<file path="src/rtl/vga_timing_pkg.sv">
// Shared VGA timing constants and types.
// Holds the 640x480 @ 60 Hz default timing, derived line/frame totals,
// sync polarity constants and the per-axis timing bundle typedef.
package vga_timing_pkg;

    localparam int unsigned COUNT_W = 32;

    localparam int unsigned DEF_H_VISIBLE = 640;
    localparam int unsigned DEF_H_FRONT   = 16;
    localparam int unsigned DEF_H_SYNC    = 96;
    localparam int unsigned DEF_H_BACK    = 48;
    localparam int unsigned DEF_V_VISIBLE = 480;
    localparam int unsigned DEF_V_FRONT   = 10;
    localparam int unsigned DEF_V_SYNC    = 2;
    localparam int unsigned DEF_V_BACK    = 33;

    localparam int unsigned DEF_H_TOTAL =
        DEF_H_VISIBLE + DEF_H_FRONT + DEF_H_SYNC + DEF_H_BACK;
    localparam int unsigned DEF_V_TOTAL =
        DEF_V_VISIBLE + DEF_V_FRONT + DEF_V_SYNC + DEF_V_BACK;

    localparam bit SYNC_ACTIVE_LOW  = 1'b0;
    localparam bit SYNC_ACTIVE_HIGH = 1'b1;

    // One axis of raster timing, in clocks (horizontal) or lines (vertical).
    typedef struct packed {
        logic [31:0] visible;
        logic [31:0] front;
        logic [31:0] sync;
        logic [31:0] back;
    } axis_timing_t;

    localparam axis_timing_t DEF_H_TIMING = '{
        visible: 32'(DEF_H_VISIBLE), front: 32'(DEF_H_FRONT),
        sync:    32'(DEF_H_SYNC),    back:  32'(DEF_H_BACK)
    };

    function automatic int unsigned axis_total(axis_timing_t t);
        return int'(t.visible + t.front + t.sync + t.back);
    endfunction

endpackage

</file>
<file path="src/rtl/vga_axis_counter.sv">
// Generic wrap counter for one raster axis.
// Ports: clk, reset (sync, active-high), enable (advance this cycle),
//        count (registered position), wrap_c (enabled and at terminal count),
//        sync_c / visible_c (window decodes of the NEXT count, so the parent
//        can register them and stay aligned with count).
module vga_axis_counter
    import vga_timing_pkg::*;
#(
    parameter axis_timing_t CFG      = DEF_H_TIMING,
    parameter bit           SYNC_POL = SYNC_ACTIVE_LOW
) (
    input  logic               clk,
    input  logic               reset,
    input  logic               enable,
    output logic [COUNT_W-1:0] count,
    output logic               wrap_c,
    output logic               sync_c,
    output logic               visible_c
);

    localparam int unsigned TOTAL      = axis_total(CFG);
    localparam int unsigned SYNC_FIRST = int'(CFG.visible + CFG.front);
    localparam int unsigned SYNC_END   = SYNC_FIRST + int'(CFG.sync);

    logic [COUNT_W-1:0] count_next;

    // Next count and its window decodes.
    always_comb begin
        count_next = count;
        wrap_c     = enable && (count == COUNT_W'(TOTAL - 1));
        if (enable) begin
            count_next = wrap_c ? '0 : count + COUNT_W'(1);
        end
        visible_c = (count_next < CFG.visible);
        sync_c    = ((count_next >= COUNT_W'(SYNC_FIRST)) &&
                     (count_next <  COUNT_W'(SYNC_END))) ? SYNC_POL : !SYNC_POL;
    end

    // Position register.
    always_ff @(posedge clk) begin
        if (reset) begin
            count <= '0;
        end else begin
            count <= count_next;
        end
    end

endmodule

</file>
<file path="src/rtl/vga_timing_generator.sv">
// VGA raster timing generator: cascaded horizontal/vertical counters with
// registered sync, display-enable and line/frame strobes aligned to row/column.
// Ports: vga_clock, reset (sync, active-high), row, column, display_enable,
//        hsync, vsync, line_start, frame_start.
// Option: define VGA_SYNC_ALIGN_EN to delay display_enable/hsync/vsync by one
//         extra register stage (row/column and strobes unchanged).
module vga_timing_generator
    import vga_timing_pkg::*;
#(
    parameter int unsigned H_VISIBLE  = DEF_H_VISIBLE,
    parameter int unsigned H_FRONT    = DEF_H_FRONT,
    parameter int unsigned H_SYNC     = DEF_H_SYNC,
    parameter int unsigned H_BACK     = DEF_H_BACK,
    parameter int unsigned V_VISIBLE  = DEF_V_VISIBLE,
    parameter int unsigned V_FRONT    = DEF_V_FRONT,
    parameter int unsigned V_SYNC     = DEF_V_SYNC,
    parameter int unsigned V_BACK     = DEF_V_BACK,
    parameter bit          H_SYNC_POL = SYNC_ACTIVE_LOW,
    parameter bit          V_SYNC_POL = SYNC_ACTIVE_LOW
) (
    input  logic               vga_clock,
    input  logic               reset,
    output logic [COUNT_W-1:0] row,
    output logic [COUNT_W-1:0] column,
    output logic               display_enable,
    output logic               hsync,
    output logic               vsync,
    output logic               line_start,
    output logic               frame_start
);

    localparam axis_timing_t H_CFG = '{
        visible: 32'(H_VISIBLE), front: 32'(H_FRONT),
        sync:    32'(H_SYNC),    back:  32'(H_BACK)
    };
    localparam axis_timing_t V_CFG = '{
        visible: 32'(V_VISIBLE), front: 32'(V_FRONT),
        sync:    32'(V_SYNC),    back:  32'(V_BACK)
    };

    // Low for the first clock after reset so (0,0) is presented once with
    // its decodes before counting starts.
    logic running;
    logic h_wrap_c, h_sync_c, h_visible_c;
    logic v_wrap_c, v_sync_c, v_visible_c;
    logic de_q, hsync_q, vsync_q;

    vga_axis_counter #(
        .CFG      (H_CFG),
        .SYNC_POL (H_SYNC_POL)
    ) u_h_axis (
        .clk       (vga_clock),
        .reset     (reset),
        .enable    (running),
        .count     (column),
        .wrap_c    (h_wrap_c),
        .sync_c    (h_sync_c),
        .visible_c (h_visible_c)
    );

    vga_axis_counter #(
        .CFG      (V_CFG),
        .SYNC_POL (V_SYNC_POL)
    ) u_v_axis (
        .clk       (vga_clock),
        .reset     (reset),
        .enable    (h_wrap_c),
        .count     (row),
        .wrap_c    (v_wrap_c),
        .sync_c    (v_sync_c),
        .visible_c (v_visible_c)
    );

    // Registered decodes of the next position; a wrap means next is column 0
    // (line) or (0,0) (frame).
    always_ff @(posedge vga_clock) begin
        if (reset) begin
            running     <= 1'b0;
            de_q        <= 1'b0;
            hsync_q     <= !H_SYNC_POL;
            vsync_q     <= !V_SYNC_POL;
            line_start  <= 1'b0;
            frame_start <= 1'b0;
        end else begin
            running     <= 1'b1;
            de_q        <= h_visible_c && v_visible_c;
            hsync_q     <= h_sync_c;
            vsync_q     <= v_sync_c;
            line_start  <= !running || h_wrap_c;
            frame_start <= !running || v_wrap_c;
        end
    end

`ifdef VGA_SYNC_ALIGN_EN
    logic de_d, hsync_d, vsync_d;

    // Extra stage to match a one-cycle registered colour path.
    always_ff @(posedge vga_clock) begin
        if (reset) begin
            de_d    <= 1'b0;
            hsync_d <= !H_SYNC_POL;
            vsync_d <= !V_SYNC_POL;
        end else begin
            de_d    <= de_q;
            hsync_d <= hsync_q;
            vsync_d <= vsync_q;
        end
    end

    assign display_enable = de_d;
    assign hsync          = hsync_d;
    assign vsync          = vsync_d;
`else
    assign display_enable = de_q;
    assign hsync          = hsync_q;
    assign vsync          = vsync_q;
`endif

endmodule

</file>
<file path="config.mk">
export PLATFORM = sky130hd
export DESIGN_NAME = vga_timing_generator
export DESIGN_NICKNAME = d
export VERILOG_FILES = /design/src/rtl/vga_timing_pkg.sv /design/src/rtl/vga_axis_counter.sv /design/src/rtl/vga_timing_generator.sv
export SDC_FILE = /design/constraint.sdc
export NUM_CORES = 1
export LEC_CHECK = 0
export BUFFER_PORTS_ARGS = -buffer_cell sky130_fd_sc_hd__buf_2
export CAP_MARGIN = 10
export CORE_ASPECT_RATIO = 1.2
export CORE_UTILIZATION = 57
export CTS_CLUSTER_DIAMETER = 100
export DETAILED_ROUTE_END_ITERATION = 8
export HOLD_SLACK_MARGIN = 0.03
export PLACE_DENSITY = 0.86
export SYNTH_ARGS = -nofsm -noshare
export SYNTH_HDL_FRONTEND = slang
export SYNTH_SLANG_ARGS = --single-unit
</file>
<file path="constraint.sdc">
create_clock -name vga_clock -period 3.27 [get_ports vga_clock]
set_input_delay 0.654 -clock vga_clock [delete_from_list [all_inputs] [get_ports vga_clock]]
set_output_delay 0.654 -clock vga_clock [all_outputs]
set_load 0.05 [all_outputs]
</file>
==> impl_metrics.yaml <==
run_status:
  outcome: "completed"
clock_tree:
  cts_inserted_buffers: 9
  numClockSinks: 70
  clk_pin_slew_ns: 0.08
  clock_latency_ns: 0.36
  hold_buffers: 0
  post_cts_buffers: 0
  cts_root_buf: "clkbuf_8"
  cts_resized: 1
  cts_tree: "built"
  clk_path_buf_depth: 2
  h-tree-depth: 3
global_routing:
  antenna_found_initial: 0
  grt_overflow: 0
  grtUsageTotal_pct: 32.0
  grt_max_degree: 32
  grt_first_pass_wirelength_mm: 19.1
  grt_pass1_vias: 3997
die:
  start_util_pct: 59.9
  fp-row-count: 33
  core_um2: 6980
  die_h_um: 95.8
  io_pins: 71
  die_w_um: 80.2
  dieArea_um2: 7680
placement:
  gp_congestion: 0.934
  dp_slack_ns: -0.0253
  port_buffers: 70
  placed_area_um2: 4600
  hpwl_mm: 8.28
  dp_cells: 669
synthesis:
  yosys-top-cells-area: "dfxtp_1 34%, xnor2_1 8.0%, nor2_1 6.9%"
  yosysWarnings: 0
  syn_area_per_cell_um2: 7.88
  synth_top_area_share_pct: 33.5
  netlist_instances: 530
  synth_nets: 535
  synth-seq-area-share_pct: 33.5
  synth_edf_count: 0
  synth-async-reset-ratio_pct: 0
  synth.distinct_cells: 56
  netlist_area_um2: 4180
  synth_top_area_cell: "dfxtp_1"
  ys_seq_elements: 70
  synthFlopType: "dfxtp_1"
run:
  max-cap-violations: 0
pwr:
  seq_power_share_pct: 50.4
  pwr-share-clk_pct: 46.9
  p_sw_mw: 0.393
  p_int_mw: 1.31
  power_density_nw_per_um2: 352
  combPwrFrac_pct: 2.7
  ir_drop_mv: 0.279
  p_leak_nw: 1.98
  p_sw_share_pct: 23.0
  total_power_mw: 1.71
routing:
  wl_mm: 11.6
  vias: 4358
  wl_per_cell_um: 17.0
  drtIter0Drc: 440
  vias_per_cell: 6.36
  first_pass_iters: 6
  drc: 0
  postRouteAntennaNets: 0
sta:
  hold_viol: 0
  finClkSkew_ns: 0.00569
  slew_violations: 0
  timing.hold.ws_ns: 0.578
  max_slew_margin_pct: 52.8
  final.period_utilization_pct: 96.0
  final-setup-viol-count: 0
  worst_pin_slew_ns: 0.706
  finalWorstSetupSlack_ns: 0.132
  finalCriticalPeriod_ns: 3.14
  fmax_ghz: 0.319
  fin_setup_tns_ns: 0
  rsz0062_at_grt: "false"
critical_path:
  startpoint_type: "flip-flop"
  r2r-start: "u_h_axis.count[4]$_SDFF_PP0_"
  crit_arrival_ns: 3.38
  critPathRequiredTime_ns: 3.52
  worstSetupEndpointType: "flip-flop"
  crit_start: "u_h_axis.count[4]$_SDFF_PP0_"
  path_max_fanout: 10
  critical_path_class: "flip-flop to flip-flop"
min_path:
  hp-start: "u_v_axis.count[11]$_SDFF_PP0_"
  holdCritPathClass: "flip-flop to flip-flop"
cells_and_area:
  utilization_pct: 69.4
  final_common_cell: "nor2_1"
  nets: 598
  diodes: 0
  mostFrequentLayoutCells: "77 x nor2_1, 70 x dfxtp_1, 70 x buf_2"
  syn2layout_area_growth_pct: 15.8
  final_area_um2: 4840
  instances_no_fill: 685
  drive_above_1_share_pct: 20.9
## per-layer routing
metal  global-route usage, %  routed length [um]  vias up
met2                    56.8                5760      255
met1                    36.5                4470     2047
met3                    6.45                 960       50
li1                        -                   -     2006
met4                    15.3                 452        0
met5                       0                   0        -
## worst paths after layout
path | slack (ns) | cells after the start | end
setup reg to reg | 0.13 | 8 | display_enable$_SDFF_PP0_
setup / recovery | 0.13 | 8 | display_enable$_SDFF_PP0_
hold / removal | 0.58 | 2 | u_v_axis.count[11]$_SDFF_PP0_
hold reg to reg | 0.58 | 2 | u_v_axis.count[11]$_SDFF_PP0_
## worst max-delay path, stage by stage (launching register included)
cell       delay [ns]
dfxtp_1          0.54
nand4_1          0.29
nor3_2           0.31
nor3b_1          0.44
and3_2           0.26
o2111ai_1        0.15
a2111oi_2        0.37
nand4_1          0.26
nor4_2           0.41
## registers in the layout, summed over array words and instances (netlist names)
register,flops
u_h_axis.count,32
u_v_axis.count,32
display_enable,1
frame_start,1
hsync,1
line_start,1
running,1
vsync,1
## logic make-up after synthesis
kind of cell | share of synthesized area [%]
buf+inv | 5.72
simple gates | 36.4
fa+ha+maj | 0.899
mux | 1.68
compound gates | 7.76
xor+xnor | 14.0
flops | 33.5
## area by class of cell
class	count	area [um^2]
clock buffer	10	138
clock inverter	6	85.1
fill	553	2140
inverter	11	41.3
multi-input combinational	411	2560
sequential	70	1400
tap	87	109
timing repair buffer	90	500
## power by group through the flow
stage               clock network, mW  logic (mW)  registers, mW
finish                          0.800      0.0455          0.860
global route                    0.839      0.0486          0.861
global placement                    0      0.0444          0.880
detailed placement                  0      0.0446          0.880
floorplan                           0      0.0199          0.893
CTS                             0.805      0.0451          0.860
## synthesized netlist by cell type, types with 2 or more instances
master    count
buf_4         2
nor4b_1       3
and3_2        2
nand2_1      39
o41ai_1       2
nand2b_1      3
or4_1         6
dfxtp_1      70
clkbuf_1     23
ha_1          3
nand4_1      27
and3_1       17
nor3_2        2
nor4_1       18
mux2i_1       7
nand4_2       2
nor3b_1       2
and2_1        3
buf_2         7
o211a_1       2
xnor2_1      38
or2_1         3
o21ai_0      10
inv_1        11
xor2_1       29
and4_1        6
a31oi_1       5
nor2_1       77
nand3b_1      2
nor3_1       19
buf_6         5
o31ai_1       3
a21oi_1      14
nand3_1      29
or3_1        18
Power figures use the tool's default switching activity.
